$ cat src/rtl/uart_pkg.sv
// Shared types and widths for the UART link controller.
package uart_pkg;

   localparam int unsigned BYTE_W = 8;

   typedef enum logic {
      RX_IDLE,
      RX_ACK
   } rx_state_t;

   typedef enum logic [1:0] {
      TX_IDLE,
      TX_START,
      TX_BUSY
   } tx_state_t;

   typedef enum logic {
      GNT_CPU,
      GNT_ECHO
   } grant_t;

endpackage

$ cat src/rtl/uart_link_ctrl_if.sv
// Receiver, transmitter, CPU and status signals of the UART link controller.
interface uart_link_ctrl_if #(
   parameter int unsigned FIFO_DEPTH = 4,
   parameter int unsigned CNT_W      = 8
);
   import uart_pkg::*;

   localparam int unsigned LVL_W = $clog2(FIFO_DEPTH) + 1;

   logic                rx_receive;
   logic [BYTE_W-1:0]   rx_data;
   logic                rx_done;
   logic                cpu_rd_valid;
   logic [BYTE_W-1:0]   cpu_rd_data;
   logic                cpu_rd_ready;
   logic                cpu_tx_valid;
   logic [BYTE_W-1:0]   cpu_tx_data;
   logic                cpu_tx_ready;
   logic                echo_en;
   logic                tx_start;
   logic [BYTE_W-1:0]   tx_data;
   logic                tx_busy;
   logic                clr_status;
   logic [LVL_W-1:0]    rx_level;
   logic                overrun;
   logic [CNT_W-1:0]    overrun_cnt;
   logic                echo_drop;

   modport master (
      output rx_receive, rx_data, cpu_rd_ready, cpu_tx_valid, cpu_tx_data,
             echo_en, tx_busy, clr_status,
      input  rx_done, cpu_rd_valid, cpu_rd_data, cpu_tx_ready, tx_start,
             tx_data, rx_level, overrun, overrun_cnt, echo_drop
   );

   modport slave (
      input  rx_receive, rx_data, cpu_rd_ready, cpu_tx_valid, cpu_tx_data,
             echo_en, tx_busy, clr_status,
      output rx_done, cpu_rd_valid, cpu_rd_data, cpu_tx_ready, tx_start,
             tx_data, rx_level, overrun, overrun_cnt, echo_drop
   );

endinterface

$ cat src/rtl/uart_rx_fifo.sv
// Show-ahead receive FIFO with occupancy output; DEPTH must be a power of two >= 2.
module uart_rx_fifo
   import uart_pkg::*;
#(
   parameter int unsigned DEPTH = 4
) (
   input  logic                              clk_in,
   input  logic                              nreset,
   input  logic                              push,
   input  logic [BYTE_W-1:0]                 push_data,
   input  logic                              pop,
   output logic [BYTE_W-1:0]                 head_data,
   output logic [$clog2(DEPTH):0]            level
);

   localparam int unsigned PTR_W = $clog2(DEPTH);
   localparam int unsigned LVL_W = PTR_W + 1;

   logic [BYTE_W-1:0] mem [DEPTH];
   logic [PTR_W-1:0]  wr_ptr;
   logic [PTR_W-1:0]  rd_ptr;
   logic              push_ok_c;
   logic              pop_ok_c;

   assign push_ok_c = push && (level < LVL_W'(DEPTH));
   assign pop_ok_c  = pop && (level != '0);

   // Head is forced to zero while empty so the read port idles at 0.
   assign head_data = (level != '0) ? mem[rd_ptr] : '0;

   always_ff @(posedge clk_in) begin
      if (push_ok_c) begin
         mem[wr_ptr] <= push_data;
      end
   end

   always_ff @(posedge clk_in) begin
      if (!nreset) begin
         wr_ptr <= '0;
         rd_ptr <= '0;
         level  <= '0;
      end else begin
         if (push_ok_c) begin
            wr_ptr <= wr_ptr + PTR_W'(1);
         end
         if (pop_ok_c) begin
            rd_ptr <= rd_ptr + PTR_W'(1);
         end
         case ({push_ok_c, pop_ok_c})
            2'b10:   level <= level + LVL_W'(1);
            2'b01:   level <= level - LVL_W'(1);
            default: level <= level;
         endcase
      end
   end

endmodule

$ cat src/rtl/uart_link_ctrl.sv
// UART link controller: RX frame acknowledge + FIFO, echo buffer and
// round-robin sharing of the transmitter between CPU and echo.
module uart_link_ctrl
   import uart_pkg::*;
#(
   parameter int unsigned FIFO_DEPTH = 4,
   parameter int unsigned CNT_W      = 8
) (
   input  logic             clk_in,
   input  logic             nreset,
   uart_link_ctrl_if.slave  bus
);

   localparam int unsigned LVL_W = $clog2(FIFO_DEPTH) + 1;

   rx_state_t          rx_state;
   tx_state_t          tx_state;
   grant_t             last_grant;

   logic               rx_done_q;
   logic               tx_start_q;
   logic               cpu_tx_ready_q;
   logic [BYTE_W-1:0]  tx_data_q;
   logic               overrun_q;
   logic [CNT_W-1:0]   overrun_cnt_q;
   logic               echo_drop_q;
   logic               echo_valid;
   logic [BYTE_W-1:0]  echo_byte;

   logic [LVL_W-1:0]   fifo_level;
   logic [BYTE_W-1:0]  fifo_head;

   logic               frame_c;
   logic               full_c;
   logic               push_c;
   logic               ovf_c;
   logic               pop_c;
   logic               echo_req_c;
   logic               grant_c;
   logic               gnt_cpu_c;

   // Full test uses the registered level only, so a same-cycle pop never rescues a push.
   assign frame_c    = (rx_state == RX_IDLE) && bus.rx_receive;
   assign full_c     = (fifo_level == LVL_W'(FIFO_DEPTH));
   assign push_c     = frame_c && !full_c;
   assign ovf_c      = frame_c && full_c;
   assign pop_c      = (fifo_level != '0) && bus.cpu_rd_ready;
   assign echo_req_c = frame_c && bus.echo_en;

   // Round-robin: under contention the requester not granted last time wins.
   assign grant_c   = (tx_state == TX_IDLE) && !bus.tx_busy &&
                      (bus.cpu_tx_valid || echo_valid);
   assign gnt_cpu_c = bus.cpu_tx_valid && (!echo_valid || (last_grant == GNT_ECHO));

   uart_rx_fifo #(
      .DEPTH (FIFO_DEPTH)
   ) u_rx_fifo (
      .clk_in    (clk_in),
      .nreset    (nreset),
      .push      (push_c),
      .push_data (bus.rx_data),
      .pop       (pop_c),
      .head_data (fifo_head),
      .level     (fifo_level)
   );

   // Receiver handshake: one acknowledge per frame, held until the flag drops.
   always_ff @(posedge clk_in) begin
      if (!nreset) begin
         rx_state  <= RX_IDLE;
         rx_done_q <= 1'b0;
      end else begin
         case (rx_state)
            RX_IDLE: begin
               if (bus.rx_receive) begin
                  rx_done_q <= 1'b1;
                  rx_state  <= RX_ACK;
               end
            end
            RX_ACK: begin
               if (!bus.rx_receive) begin
                  rx_done_q <= 1'b0;
                  rx_state  <= RX_IDLE;
               end
            end
         endcase
      end
   end

   // Overrun status; a new overrun wins over a coincident clear.
   always_ff @(posedge clk_in) begin
      if (!nreset) begin
         overrun_q     <= 1'b0;
         overrun_cnt_q <= '0;
      end else begin
         if (bus.clr_status) begin
            overrun_q     <= 1'b0;
            overrun_cnt_q <= '0;
         end
         if (ovf_c) begin
            overrun_q <= 1'b1;
            if (bus.clr_status) begin
               overrun_cnt_q <= CNT_W'(1);
            end else if (overrun_cnt_q != '1) begin
               overrun_cnt_q <= overrun_cnt_q + CNT_W'(1);
            end
         end
      end
   end

   // Single-entry echo buffer; a byte arriving while it is occupied is dropped.
   always_ff @(posedge clk_in) begin
      if (!nreset) begin
         echo_valid  <= 1'b0;
         echo_byte   <= '0;
         echo_drop_q <= 1'b0;
      end else begin
         if (bus.clr_status) begin
            echo_drop_q <= 1'b0;
         end
         if (grant_c && !gnt_cpu_c) begin
            echo_valid <= 1'b0;
         end
         if (echo_req_c) begin
            if (echo_valid) begin
               echo_drop_q <= 1'b1;
            end else begin
               echo_valid <= 1'b1;
               echo_byte  <= bus.rx_data;
            end
         end
      end
   end

   // Transmit sequencing: grant, hold start until busy, wait for busy to clear.
   always_ff @(posedge clk_in) begin
      if (!nreset) begin
         tx_state       <= TX_IDLE;
         tx_start_q     <= 1'b0;
         tx_data_q      <= '0;
         cpu_tx_ready_q <= 1'b0;
         last_grant     <= GNT_ECHO;
      end else begin
         cpu_tx_ready_q <= 1'b0;
         case (tx_state)
            TX_IDLE: begin
               if (grant_c) begin
                  tx_start_q     <= 1'b1;
                  tx_data_q      <= gnt_cpu_c ? bus.cpu_tx_data : echo_byte;
                  last_grant     <= gnt_cpu_c ? GNT_CPU : GNT_ECHO;
                  cpu_tx_ready_q <= gnt_cpu_c;
                  tx_state       <= TX_START;
               end
            end
            TX_START: begin
               if (bus.tx_busy) begin
                  tx_start_q <= 1'b0;
                  tx_state   <= TX_BUSY;
               end
            end
            TX_BUSY: begin
               if (!bus.tx_busy) begin
                  tx_state <= TX_IDLE;
               end
            end
            default: begin
               tx_start_q <= 1'b0;
               tx_state   <= TX_IDLE;
            end
         endcase
      end
   end

   assign bus.rx_done      = rx_done_q;
   assign bus.cpu_rd_valid = (fifo_level != '0);
   assign bus.cpu_rd_data  = fifo_head;
   assign bus.cpu_tx_ready = cpu_tx_ready_q;
   assign bus.tx_start     = tx_start_q;
   assign bus.tx_data      = tx_data_q;
   assign bus.rx_level     = fifo_level;
   assign bus.overrun      = overrun_q;
   assign bus.overrun_cnt  = overrun_cnt_q;
   assign bus.echo_drop    = echo_drop_q;

endmodule

$ cat src/flat_wrapper.sv
// flat-port wrapper written by rule: the top's interface ports become plain ports
module uart_link_ctrl_flat import uart_pkg::*;
#(
   parameter int unsigned FIFO_DEPTH = 4,
   parameter int unsigned CNT_W      = 8
)
  (clk_in, nreset, bus_rx_receive, bus_rx_data, bus_cpu_rd_ready, bus_cpu_tx_valid, bus_cpu_tx_data, bus_echo_en, bus_tx_busy, bus_clr_status, bus_rx_done, bus_cpu_rd_valid, bus_cpu_rd_data, bus_cpu_tx_ready, bus_tx_start, bus_tx_data, bus_rx_level, bus_overrun, bus_overrun_cnt, bus_echo_drop);
  uart_link_ctrl_if #(.FIFO_DEPTH(FIFO_DEPTH), .CNT_W(CNT_W)) bus_i ();
  input  logic clk_in;
  input  logic nreset;
  input wire logic [$bits(bus_i.rx_receive)-1:0] bus_rx_receive;
  input wire logic [$bits(bus_i.rx_data)-1:0] bus_rx_data;
  input wire logic [$bits(bus_i.cpu_rd_ready)-1:0] bus_cpu_rd_ready;
  input wire logic [$bits(bus_i.cpu_tx_valid)-1:0] bus_cpu_tx_valid;
  input wire logic [$bits(bus_i.cpu_tx_data)-1:0] bus_cpu_tx_data;
  input wire logic [$bits(bus_i.echo_en)-1:0] bus_echo_en;
  input wire logic [$bits(bus_i.tx_busy)-1:0] bus_tx_busy;
  input wire logic [$bits(bus_i.clr_status)-1:0] bus_clr_status;
  output wire logic [$bits(bus_i.rx_done)-1:0] bus_rx_done;
  output wire logic [$bits(bus_i.cpu_rd_valid)-1:0] bus_cpu_rd_valid;
  output wire logic [$bits(bus_i.cpu_rd_data)-1:0] bus_cpu_rd_data;
  output wire logic [$bits(bus_i.cpu_tx_ready)-1:0] bus_cpu_tx_ready;
  output wire logic [$bits(bus_i.tx_start)-1:0] bus_tx_start;
  output wire logic [$bits(bus_i.tx_data)-1:0] bus_tx_data;
  output wire logic [$bits(bus_i.rx_level)-1:0] bus_rx_level;
  output wire logic [$bits(bus_i.overrun)-1:0] bus_overrun;
  output wire logic [$bits(bus_i.overrun_cnt)-1:0] bus_overrun_cnt;
  output wire logic [$bits(bus_i.echo_drop)-1:0] bus_echo_drop;
  assign bus_i.rx_receive = bus_rx_receive;
  assign bus_i.rx_data = bus_rx_data;
  assign bus_i.cpu_rd_ready = bus_cpu_rd_ready;
  assign bus_i.cpu_tx_valid = bus_cpu_tx_valid;
  assign bus_i.cpu_tx_data = bus_cpu_tx_data;
  assign bus_i.echo_en = bus_echo_en;
  assign bus_i.tx_busy = bus_tx_busy;
  assign bus_i.clr_status = bus_clr_status;
  assign bus_rx_done = bus_i.rx_done;
  assign bus_cpu_rd_valid = bus_i.cpu_rd_valid;
  assign bus_cpu_rd_data = bus_i.cpu_rd_data;
  assign bus_cpu_tx_ready = bus_i.cpu_tx_ready;
  assign bus_tx_start = bus_i.tx_start;
  assign bus_tx_data = bus_i.tx_data;
  assign bus_rx_level = bus_i.rx_level;
  assign bus_overrun = bus_i.overrun;
  assign bus_overrun_cnt = bus_i.overrun_cnt;
  assign bus_echo_drop = bus_i.echo_drop;
  uart_link_ctrl #(.FIFO_DEPTH(FIFO_DEPTH), .CNT_W(CNT_W)) u_core (.clk_in(clk_in), .nreset(nreset), .bus(bus_i));
endmodule
$ cat config.mk
export PLATFORM = sky130hd
export DESIGN_NAME = uart_link_ctrl_flat
export DESIGN_NICKNAME = d
export VERILOG_FILES = /design/src/rtl/uart_pkg.sv /design/src/rtl/uart_link_ctrl_if.sv /design/src/rtl/uart_rx_fifo.sv /design/src/rtl/uart_link_ctrl.sv /design/src/flat_wrapper.sv
export SDC_FILE = /design/constraint.sdc
export NUM_CORES = 1
export LEC_CHECK = 0
export ABC_CLOCK_PERIOD_IN_PS = 6800
export CORE_MARGIN = 2
export CORE_UTILIZATION = 30
export CTS_BUF_LIST = sky130_fd_sc_hd__clkbuf_8
export DETAILED_ROUTE_END_ITERATION = 7
export DONT_BUFFER_PORTS = 1
export GPL_TIMING_DRIVEN = 1
export PLACE_DENSITY = 0.56
export SYNTH_ARGS = -nofsm -noshare
export SYNTH_HDL_FRONTEND = slang
export SYNTH_SLANG_ARGS = --single-unit
$ cat constraint.sdc
create_clock -name clk_in -period 6.8 [get_ports clk_in]
set_clock_uncertainty 0.1 [all_clocks]
set_input_delay 1.36 -clock clk_in [delete_from_list [all_inputs] [get_ports clk_in]]
set_output_delay 1.36 -clock clk_in [all_outputs]
set_load 0.05 [all_outputs]
==> flow_summary.toml <==
[outcome]
status = "finished clean"

[floorplan]
num_rows = 36
die_h_um = 105
initial_core_util_pct = 31.0
core_area_mm2 = 0.00982
die_w_um = 105
ioPinCount = 57
die_area_mm2 = 0.0110

[cts]
cts_root_buffer = "clkbuf_8"
cts_setup_buffers = 0
clk_pin_slew_ps = 80
holdBufCountCts = 0
cts_resized = 0
htreeDepth = 3
cts_made_buffers = 9
cts_buffer_depth = 2
clock-sinks = 75
clkLatencyLatePin_ps = 340
cts_tree = "built"

[route]
drc = 0
wl_um = 6130
avgViaCountPerCell = 4.70
first_pass_iters = 4
vias = 1856
ant_nets = 0
drt-initial-drc-count = 125
wl_per_cell_um = 15.5

[worst_hold_path]
min_to = "u_core.echo_byte[2]$_SDFFE_PN0P_"
min_path_cells = 2
hold_start = "u_core.echo_byte[2]$_SDFFE_PN0P_"
hold_class = "flip-flop to flip-flop"

[pwr]
ir_drop_v = 0.000238
p_clk_share_pct = 31.1
p_switching_mw = 0.480
internal-power_mw = 0.850
switching_share_pct = 36.1
seq_power_share_pct = 45.0
combPwrFrac_pct = 23.9
p_per_area_mw_per_mm2 = 390
leakagePower_nw = 1.19
p_total_mw = 1.33

[synth]
synth-seq-cells = 75
syn_inst = 256
synthFlopType = "dfxtp_1"
netlist_area_mm2 = 0.00305
synth_fp_nets = 288
async_flop_share_pct = 0
ys_seq_area_share_pct = 59.8
synth_area_per_cell_um2 = 11.9
synth_cell_types = 33
yosysWarningCount = 0
synth_enable_flop_cells = 32

[placed_design]
pre_cts_ws_ps = 3310
dp_hpwl_um = 4310
dp_cells = 379
port_buffers = 0
place.gp.congestion = 0.728
post_dp_cell_area_mm2 = 0.00317

[global_routing]
grt_max_degree = 32
grt_pass1_wl_um = 9780
antenna_found_initial = 0
track_usage_pct = 11.7
overflow = 0
grt_pass1_vias = 1918

[timing]
hold_slack_ps = 365
worst_pin_slew_ps = 1010
tns_ps = 0
finalHoldViolCount = 0
min_period_ps = 3860
fin_ws_ps = 2940
rsz0062_at_grt = "no"
finalCritPeriodShare_pct = 56.8
maxSlewViolCount = 0
setup_viol = 0
max_freq_mhz = 259
maxSlewHeadroom_pct = 32.3

[setup_path]
critPathLaunchType = "flip-flop"
worstPathRequired_ps = 5340
cp_max_fo = 11
crit_arrival_ps = 2400
r2r_start = "u_core.u_rx_fifo.level[2]$_SDFFE_PN0P_"
setup.worst_path.class = "flip-flop to output port"
worstReg2RegEnd = "u_core.u_rx_fifo.level[2]$_SDFFE_PN0P_"
end_kind = "output port"
r2r_slack_ps = 3580
rr_worst_depth = 8

[layout]
final_util_pct = 34.7
drive_gt1_share_pct = 10.3
final.fill_count = 1015
antenna_cells = 0
final_cells = 395
fin_area_mm2 = 0.00341
final_nets = 289
area_growth_pct = 12.0

[flow_run]
drv_cap = 0
[cell families (layout without fill, tap and decap cells)]
| group | after synthesis | after routing | share of synthesized area [%] |
|---|---|---|---|
| flip-flops | 75 | 75 | 59.8 |
| adder cells (fa/ha/maj) | 8 | 8 | 3.53 |
| multiplexers | 19 | 19 | 9.53 |
| AND/OR/NAND/NOR | 84 | 84 | 13.1 |
| XOR/XNOR | 9 | 9 | 2.59 |
| buffers and inverters | 23 | 29 | 3.29 |
| AO/OA/AOI/OAI | 38 | 38 | 8.09 |
[layout by cell type, fill, tap and decap left out, types with 2 or more instances in the layout]
cell and count:
clkinvlp_4 2, or3_1 3, xor2_1 7, inv_1 13, mux2i_1 11, xnor2_1 2
nand4_1 4, o21ai_0 4, a21oi_1 17, and2_1 15, nand3_1 3, bufinv_16 3
clkbuf_8 9, a211oi_1 11, edfxtp_1 32, nor2_1 29, ha_1 7, and3_1 3
nor3_1 2, nand2_1 21, dfxtp_1 43, mux4_2 8
[cell type report]
type	instances	area [µm²]	share of cell area [%]
Sequential cell	75	1820	53.4
Multi-Input combinational cell	158	1130	33.1
Tap cell	133	166	4.88
Clock buffer	9	124	3.63
Clock inverter	7	118	3.45
Inverter	12	45.0	1.32
Timing Repair Buffer	1	7.51	0.220
[registers in the layout, summed over array words and instances, names as in the netlist, 2 cells and up, named ones only]
signal / count
u_core.u_rx_fifo.mem: 32
u_core.bus.overrun_cnt: 8
u_core.bus.tx_data: 8
u_core.echo_byte: 8
u_core.u_rx_fifo.level: 3
u_core.tx_state: 2
u_core.u_rx_fifo.rd_ptr: 2
u_core.u_rx_fifo.wr_ptr: 2
[how the worst max path moves through the flow]
stage / startpoint / to / depth (start not counted)
after floorplan: u_core.u_rx_fifo.level[0]$_SDFFE_PN0P_ / bus_cpu_rd_data[0] / 3
after global placement: u_core.u_rx_fifo.level[2]$_SDFFE_PN0P_ / bus_cpu_rd_data[6] / 2
after detailed placement: u_core.u_rx_fifo.level[2]$_SDFFE_PN0P_ / bus_cpu_rd_data[7] / 2
after CTS: u_core.u_rx_fifo.level[2]$_SDFFE_PN0P_ / bus_cpu_rd_data[7] / 2
after global routing: u_core.u_rx_fifo.level[2]$_SDFFE_PN0P_ / bus_cpu_rd_data[7] / 2
final: u_core.u_rx_fifo.level[2]$_SDFFE_PN0P_ / bus_cpu_rd_data[7] / 2
[power groups by stage]
stage / combinational [mW] / sequential, mW / clock (mW)
finish: 0.318 / 0.599 / 0.413
global route: 0.343 / 0.607 / 0.445
CTS: 0.323 / 0.601 / 0.427
detailed placement: 0.321 / 0.612 / 0
global placement: 0.316 / 0.609 / 0
floorplan: 0.299 / 0.587 / 0
[worst max-delay path, stage by stage (launching register included)]
cell and delay (ps):
dfxtp_1 730, or3_1 760, and2_1 560
[per-layer routing]
| metal | vias to the layer above | global-route usage, % | share of wire [%] |
|---|---|---|---|
| met5 | - | 0 | 0 |
| met4 | 0 | 4.57 | 1.4 |
| met3 | 6 | 4.30 | 6.1 |
| met2 | 49 | 19.1 | 48 |
| met1 | 889 | 13.9 | 45 |
| li1 | 912 | - | - |
[cell usage after synthesis (all sizes together) (7+ instances only)]
library cell / n / area [µm²]
and2: 15 / 93.8
mux4: 8 / 180
ha: 7 / 87.6
inv: 12 / 45.0
dfxtp: 43 / 861
mux2i: 11 / 110
nand2: 21 / 78.8
a211oi: 11 / 82.6
clkbuf: 7 / 26.3
a21oi: 17 / 85.1
xor2: 7 / 61.3
nor2: 29 / 109
edfxtp: 32 / 961
Note: power is estimated with default switching activity, not from simulation.
